===== src/rtl/fabric_tag_merge.sv =====
// Round-robin merge of NUM_INPUTS untagged streams into a single tagged stream.
// Output word is {tag, value}, with the tag being the index of the winning input.
module fabric_tag_merge #(
  parameter int NUM_INPUTS = 4,
  parameter int DATA_WIDTH = 32,
  parameter int TAG_WIDTH  = 4
) (
  input  logic                                 clk,
  input  logic                                 rst,
  input  logic [NUM_INPUTS-1:0]                in_valid,
  output logic [NUM_INPUTS-1:0]                in_ready,
  input  logic [NUM_INPUTS*DATA_WIDTH-1:0]     in_data,
  output logic                                 out_valid,
  input  logic                                 out_ready,
  output logic [DATA_WIDTH+TAG_WIDTH-1:0]      out_data
);

  localparam int PTR_W  = (NUM_INPUTS > 1) ? $clog2(NUM_INPUTS) : 1;
  localparam int SLOT_W = DATA_WIDTH + TAG_WIDTH;
  localparam logic [PTR_W-1:0] LAST_IDX = PTR_W'(NUM_INPUTS - 1);

  if (NUM_INPUTS < 2) begin : g_chk_num_inputs
    $fatal(1, "CPL_TAG_MERGE_NUM_INPUTS: NUM_INPUTS must be >= 2");
  end
  if (DATA_WIDTH < 1) begin : g_chk_data_width
    $fatal(1, "CPL_TAG_MERGE_DATA_WIDTH: DATA_WIDTH must be >= 1");
  end
  if ((TAG_WIDTH < 1) ||
      ((TAG_WIDTH < 31) && ((32'd1 << TAG_WIDTH) < NUM_INPUTS))) begin : g_chk_tag_width
    $fatal(1, "CPL_TAG_MERGE_TAG_WIDTH: TAG_WIDTH too small for NUM_INPUTS");
  end

  logic                   full_q;
  logic                   full_d;
  logic [SLOT_W-1:0]      slot_q;
  logic [SLOT_W-1:0]      slot_d;
  logic [PTR_W-1:0]       rr_ptr_q;
  logic [PTR_W-1:0]       rr_ptr_d;

  logic                   can_accept_s;
  logic                   win_found_s;
  logic [PTR_W-1:0]       win_idx_s;
  logic [DATA_WIDTH-1:0]  win_data_s;
  logic                   transfer_s;

  assign can_accept_s = !full_q || out_ready;
  assign transfer_s   = win_found_s && can_accept_s && !rst;

  // Cyclic priority search starting at rr_ptr_q; the first valid input wins.
  always_comb begin : p_grant
    int cand;
    cand        = 0;
    win_found_s = 1'b0;
    win_idx_s   = '0;
    win_data_s  = '0;
    for (int k = 0; k < NUM_INPUTS; k++) begin
      cand = int'(rr_ptr_q) + k;
      if (cand >= NUM_INPUTS) begin
        cand = cand - NUM_INPUTS;
      end else begin
        cand = cand;
      end
      if (!win_found_s && in_valid[cand]) begin
        win_found_s = 1'b1;
        win_idx_s   = PTR_W'(cand);
        win_data_s  = in_data[cand*DATA_WIDTH +: DATA_WIDTH];
      end else begin
        win_found_s = win_found_s;
      end
    end
  end

  // One-hot ready toward the winner only; never a function of in_data.
  always_comb begin
    in_ready = '0;
    if (transfer_s) begin
      in_ready[win_idx_s] = 1'b1;
    end else begin
      in_ready = '0;
    end
  end

  // Slot and pointer next state: a transfer refills (possibly while draining).
  always_comb begin
    full_d   = full_q;
    slot_d   = slot_q;
    rr_ptr_d = rr_ptr_q;
    if (transfer_s) begin
      full_d   = 1'b1;
      slot_d   = {TAG_WIDTH'(win_idx_s), win_data_s};
      rr_ptr_d = (win_idx_s == LAST_IDX) ? '0 : (win_idx_s + PTR_W'(1));
    end else if (full_q && out_ready) begin
      full_d   = 1'b0;
    end else begin
      full_d   = full_q;
    end
  end

  // State registers with synchronous reset; a word in the slot is discarded.
  always_ff @(posedge clk) begin
    if (rst) begin
      full_q   <= 1'b0;
      slot_q   <= '0;
      rr_ptr_q <= '0;
    end else begin
      full_q   <= full_d;
      slot_q   <= slot_d;
      rr_ptr_q <= rr_ptr_d;
    end
  end

  assign out_valid = full_q;
  assign out_data  = slot_q;

endmodule

===== config.mk =====
export PLATFORM = sky130hd
export DESIGN_NAME = fabric_tag_merge
export DESIGN_NICKNAME = d
export VERILOG_FILES = /design/src/rtl/fabric_tag_merge.sv
export SDC_FILE = /design/constraint.sdc
export NUM_CORES = 1
export LEC_CHECK = 0
export ABC_AREA = 1
export BUFFER_PORTS_ARGS = -buffer_cell sky130_fd_sc_hd__buf_2
export CORE_MARGIN = 3
export CORE_UTILIZATION = 35
export CTS_CLUSTER_SIZE = 10
export DETAILED_ROUTE_END_ITERATION = 7
export GPL_TIMING_DRIVEN = 0
export HOLD_SLACK_MARGIN = 0.02
export SLEW_MARGIN = 20
export SYNTH_ARGS = -nofsm -noshare
export SYNTH_HDL_FRONTEND = slang
export SYNTH_SLANG_ARGS = --single-unit

===== constraint.sdc =====
create_clock -name clk -period 6.7 [get_ports clk]
set_clock_uncertainty 0.2 [all_clocks]
set_input_delay 1.34 -clock clk [delete_from_list [all_inputs] [get_ports clk]]
set_output_delay 1.34 -clock clk [all_outputs]
set_load 0.02 [all_outputs]

==> Word-level counts from Yosys, hierarchy flattened <==
Index checks and enable logic that the tools add are counted.
{ "classes": {"n_eq_ne": 1, "mux": 34, "n_reduce_logical": 14, "shifts": 4, "addsub": 8, "n_lt_le_gt_ge": 10} }
{ "op_table": {"columns": ["operator", "n"], "rows": [
  ["$shiftx A128 B32 Y32", 4],
  ["$mux W32", 8],
  ["$lt A32 B4 Y1 const B", 4],
  ["$mux W1", 15],
  ["$sub A3 B3 Y4 const B", 3],
  ["$mux W2", 5],
  ["$ge A3 B3 Y1 const B", 3],
  ["$bmux W1 S2", 4],
  ["$logic_and A1 B1 Y1", 7],
  ["$add A2 B2 Y3 const B", 2],
  ["$logic_not A1 Y1", 5],
  ["$mux W4", 1],
  ["$sub A2 B3 Y4 const B", 1],
  ["$add A2 B1 Y3 const B", 1],
  ["$ge A2 B3 Y1 const B", 1],
  ["$lt A2 B3 Y1 const B", 1],
  ["$add A2 B1 Y2 const B", 1],
  ["$demux W1 S2", 1],
  ["$eq A2 B2 Y1 const B", 1],
  ["$ge A2 B1 Y1 const B", 1],
  ["$reduce_bool A2 Y1", 1],
  ["$logic_or A1 B1 Y1", 1]
]} }
{ "totals": {"reg_bits": 37, "out_inout_bits": 41} }

==> Logic depth before layout (Yosys ltp) <==
{ "depth": {"depth_word": 20, "ltp_mapped": 17, "depth_no_buf": 13} }

==> Worst setup path before layout <==
OpenSTA, ideal clock, no wires.
{ "synth_path": {"path_kind": "input to output", "start": "in in_valid[3]", "end": "out in_ready[0]", "required_time_ns": 5.160, "slack_ns": 2.378, "path_stages": 13, "arrival_ns": 2.782, "n_path_buf": 1, "cell_sequence": "inv_1 > nand2_1 > nand3_2 > nand2_4 > inv_2 > nand2_1 > nor2_2 > buf_4 > nand3_1 > nand2_1 > ha_1 > inv_1 > nor2_1"} }
{ "synth_between": {"elab_chain_cells": 18, "elab_cells_between_ends": 34} }
{ "synth_lines": {"columns": ["item", "line", "rtl"], "rows": [
  ["from (decl)", "10", "input logic [NUM_INPUTS-1:0] in_valid,"],
  ["$bmux W1 S2", "63", "if (!win_found_s && in_valid[cand]) begin"],
  ["$mux W1 (implied by the code) (2 in a row)", "63", null],
  ["$mux W1", "63", null],
  ["$logic_not A1 Y1", "63", null],
  ["$logic_and A1 B1 Y1", "63", null],
  ["$mux W1", "63", null],
  ["$logic_not A1 Y1", "63", null],
  ["$logic_and A1 B1 Y1", "63", null],
  ["$mux W1", "63", null],
  ["$logic_not A1 Y1", "63", null],
  ["$logic_and A1 B1 Y1", "63", null],
  ["$mux W2", "63", null],
  ["$lt A2 B3 Y1 (implied by the code) / $ge A2 B1 Y1 (equally long branches)", "77", "in_ready[win_idx_s] = 1'b1;"],
  ["$logic_and A1 B1 Y1 (implied by the code)", "77", null],
  ["$mux W1 (implied by the code)", "77", null],
  ["$demux W1 S2", "77", null],
  ["$mux W4 *", "76", "if (transfer_s) begin"],
  ["to (decl)", "11", "output logic [NUM_INPUTS-1:0] in_ready,"]
]} }
Every way passes the cells marked *; elsewhere a longest branch is shown, timed or not. The select of a mux whose other input is x is not followed.

==> Final worst setup path <==
{ "layout_path": {"start": "reg rr_ptr_q[0]", "end": "out in_ready[3]"} }
{ "layout_between": {"elab_chain_cells": 20, "elab_cells_between_ends": 49} }
{ "layout_lines": {"columns": ["item", "line", "rtl"], "rows": [
  ["from (decl)", "37", "logic [PTR_W-1:0] rr_ptr_q;"],
  ["from (signal assigned)", "108", "rr_ptr_q <= rr_ptr_d;"],
  ["parallel branches: the longest is 14 deep, another holds $sub A3 B3 Y4", null, null],
  ["$mux W2 *", "63", null],
  ["named net win_idx_s[1]", "42", "logic [PTR_W-1:0] win_idx_s;"],
  ["$lt A2 B3 Y1 (implied by the code) / $ge A2 B1 Y1 (equally long branches)", "77", null],
  ["$logic_and A1 B1 Y1 (implied by the code)", "77", null],
  ["$mux W1 (implied by the code)", "77", null],
  ["$demux W1 S2 *", "77", null],
  ["$mux W4 *", "76", null]
]} }
Mark *: on every way through the listed nets, which the timed path passes. The select of a mux whose other input is x is not followed.

==> impl_metrics.env <==
export IMPL_coreArea_mm2=0.0168
export IMPL_synth_distinct_cells=34
export IMPL_worstPathMaxFanout=11
export IMPL_finalPower_mw=4.33
export IMPL_num_antenna_cells=0
export IMPL_vias_per_cell=5.17
export IMPL_maxSlewHeadroom_pct=52.4
export IMPL_synth_top_family_by_area="simple AND/OR/NAND/NOR gates"
export IMPL_routed_wl_mm=26.6
export IMPL_antenna_found_initial=0
export IMPL_whs_path_depth=2
export IMPL_crit_required_ns=5.16
export IMPL_cts_tree="yes"
export IMPL_hold_buffers=0
export IMPL_synth_fa_ha_area_share_pct=1.86
export IMPL_synth_xor_area_share_pct=0
export IMPL_fin_crit_sh_pct=82.5
export IMPL_tightest_slew_ns=0.714
export IMPL_rows=47
export IMPL_pre_cts_ws_ns=1.56
export IMPL_grt_use_total_pct=27.7
export IMPL_critical_path_class="reg -> out"
export IMPL_routabilityCongestion=0.952
export IMPL_layout_nets=1573
export IMPL_slowest_stage="dfxtp_1"
export IMPL_grt_pass1_vias=7960
export IMPL_peakVddDrop_mv=0.185
export IMPL_start_util_pct=36.1
export IMPL_setup_ws_ns=1.17
export IMPL_final_setup_tns_ns=0
export IMPL_pwr_share_comb_pct=84.8
export IMPL_drive_gt1_share_pct=18.2
export IMPL_postCtsSetupBuffers=0
export IMPL_vias=8536
export IMPL_p_leak_nw=4.26
export IMPL_clk_path_buf_depth=2
export IMPL_setup_viol=0
export IMPL_crit_family="buffers and inverters"
export IMPL_rr_worst_depth=16
export IMPL_synth_simple_gate_area_share_pct=55.7
export IMPL_min_delay_start="out_data[2]"
export IMPL_synthMuxAreaShare_pct=0.331
export IMPL_crit_chain="inv_2 > buf_2 > buf_2 > ha_1 > clkbuf_1 > inv_2 > nand3_1 > nand2_2 > inv_2 > clkbuf_1 > nand3_1 > nand2_1 > inv_1 > ha_1 > inv_1 > nor2_1 > buf_2"
export IMPL_startpoint_type="flop"
export IMPL_worst_endpoint_arrival_ns=3.99
export IMPL_yosysWarnings=0
export IMPL_rsz0062_at_grt="no"
export IMPL_seq_area_um2=741
export IMPL_synth_cells=1248
export IMPL_wl_per_cell_um=16.1
export IMPL_io_buffers=173
export IMPL_clkTransAtPathRegs_ns=0.06
export IMPL_swShare_pct=62.5
export IMPL_min_path_type="reg -> reg"
export IMPL_power_density_mw_per_mm2=587
export IMPL_cts_resized=0
export IMPL_cts_sinks=37
export IMPL_worstReg2RegStart="rr_ptr_q[0]"
export IMPL_p_int_mw=1.62
export IMPL_crit_buf_inv=10
export IMPL_cts_root_buf="clkbuf_16"
export IMPL_status="finished, final reports clean"
export IMPL_htree_levels=2
export IMPL_netlist_area_mm2=0.00606
export IMPL_clkPwrFrac_pct=6.3
export IMPL_firstDrtPassIters=6
export IMPL_cpPeakStageDelay_ns=0.55
export IMPL_cts_buffers=5
export IMPL_post_route_min_period_ns=5.53
export IMPL_drtAntennaViolNets=0
export IMPL_slew_violations=0
export IMPL_dp_hpwl_mm=20.8
export IMPL_reg2reg_to="rr_ptr_q[1]"
export IMPL_pin_count=176
export IMPL_synth_compound_area_share_pct=15.7
export IMPL_die_w_um=138
export IMPL_grt_max_degree=14
export IMPL_drt_iter0_markers=728
export IMPL_sequentialPowerShare_pct=8.9
export IMPL_cap_viol_max_count=0
export IMPL_ys_seq_elements=37
export IMPL_ys_seq_area_share_pct=12.2
export IMPL_end_kind="output pin"
export IMPL_drc=0
export IMPL_multi_input_area_mm2=0.00447
export IMPL_hold_path_end="out_data[2]"
export IMPL_synth_area_per_cell_um2=4.85
export IMPL_area_growth_syn_to_layout_pct=21.7
export IMPL_die_y_um=138
export IMPL_fill_cells=1934
export IMPL_hold_viol_final=0
export IMPL_fmax_ghz=0.181
export IMPL_dieArea_mm2=0.0189
export IMPL_overflow=0
export IMPL_r2r_slack_ns=2.69
export IMPL_grt_pass1_wl_mm=40.7
export IMPL_p_switching_mw=2.70
export IMPL_clock_latency_ns=0.29
==> sequential cells by signal, summed over array words and instances (netlist names) <==
name / count
out_data: 34
out_valid: 1
rr_ptr_q: 2
==> routing by layer <==
layer / track usage, % / wire, um
met1: 35.7 / 11100
met2: 44.0 / 11400
met3: 4.53 / 2470
met4: 14.9 / 1540
met5: 0 / 0
==> stage by stage <==
step	hold WS [ns]	instance area, um2	instances	utilization (%)
after floorplan	0.340	6060	1249	-
after global placement	0.258	7200	1642	43.0
after detailed placement	0.260	7200	1642	43.0
after CTS	0.269	7370	1650	44.0
after global routing	0.283	7370	1650	44.0
final	0.266	7370	1650	44.0
==> kinds of logic after synthesis <==
logic type,count (synthesis)
compound gates,180
fa+ha+maj,9
buf+inv,190
flops,37
mux,2
other cells,1
simple gates,829
==> worst max path at each step <==
stage | from | end | slack, ns | cells after the start
after CTS | rr_ptr_q[0] | in_ready[3] | 1.18 | 17
after global routing | rr_ptr_q[0] | in_ready[0] | 0.91 | 16
final | rr_ptr_q[0] | in_ready[3] | 1.17 | 17
after global placement | rr_ptr_q[0] | in_ready[3] | 1.48 | 17
after floorplan | in_valid[3] | in_ready[0] | 2.38 | 13
after detailed placement | rr_ptr_q[0] | in_ready[3] | 1.56 | 17
==> final cells by class <==
| cell class | count | area share (%) |
|---|---|---|
| plain buffers | 87 | 6.31 |
| clock buffers | 5 | 1.70 |
| clock inverters | 3 | 0.594 |
| inverters | 103 | 5.28 |
| multi-input cells | 1022 | 60.6 |
| flip-flops and latches | 37 | 10.0 |
| well taps | 220 | 3.73 |
| repair buffers | 173 | 11.7 |
==> power groups by stage <==
stage	sequential (mW)	clock (mW)	combinational (mW)
after floorplan	0.494	0	2.40
after global placement	0.390	0	3.58
after detailed placement	0.389	0	3.60
after CTS	0.386	0.278	3.61
after global routing	0.397	0.290	4.08
final	0.386	0.273	3.67
==> worst reg2reg max path, delay by kind of cell (launching register included) <==
kind	cells	cell delay (ns)
fa+ha+maj	2	0.58
buf+inv	8	1.79
flops	1	0.55
simple gates	6	0.77
==> cell usage after synthesis (all sizes together) <==
master,count,area [um2]
o21ai,145,726
inv,102,385
dfxtp,37,741
conb,1,3.75
and2,3,18.8
clkbuf,22,82.6
nor2,171,652
nand2,518,1960
a21boi,8,60.1
a22o,7,61.3
ha,9,113
a21oi,19,95.1
nand3b,1,7.51
nand4,1,21.3
nand3,128,668
mux2i,2,20.0
or2,7,43.8
buf,65,383
o21a,1,7.51
clkinv,1,3.75
==> cells in the final DEF (no fill, tap or decap) <==
cell,Yosys,routed
nor2_2,1,1
nand2_4,2,2
nand2_2,2,2
o21ai_1,102,102
nor2_4,1,1
nand3_4,1,1
inv_6,0,1
clkinv_1,1,1
a22o_1,7,7
and2_0,1,1
buf_2,30,203
mux2i_1,2,2
conb_1,1,2
buf_4,17,17
and2_1,2,2
nand3_2,3,3
o21a_1,1,1
buf_1,13,13
a21boi_0,2,2
inv_4,1,1
nand3b_1,1,1
a21oi_1,19,19
ha_1,9,9
o21ai_0,43,43
nor2_1,169,169
dfxtp_1,37,37
nand2_1,514,514
a21boi_1,6,6
bufinv_16,0,1
clkinv_2,0,1
inv_2,8,8
clkbuf_1,22,22
clkbuf_16,0,5
nand4_4,1,1
buf_6,5,5
inv_1,93,93
nand3_1,124,124
or2_2,7,7
Power figures use the tool's default switching activity.
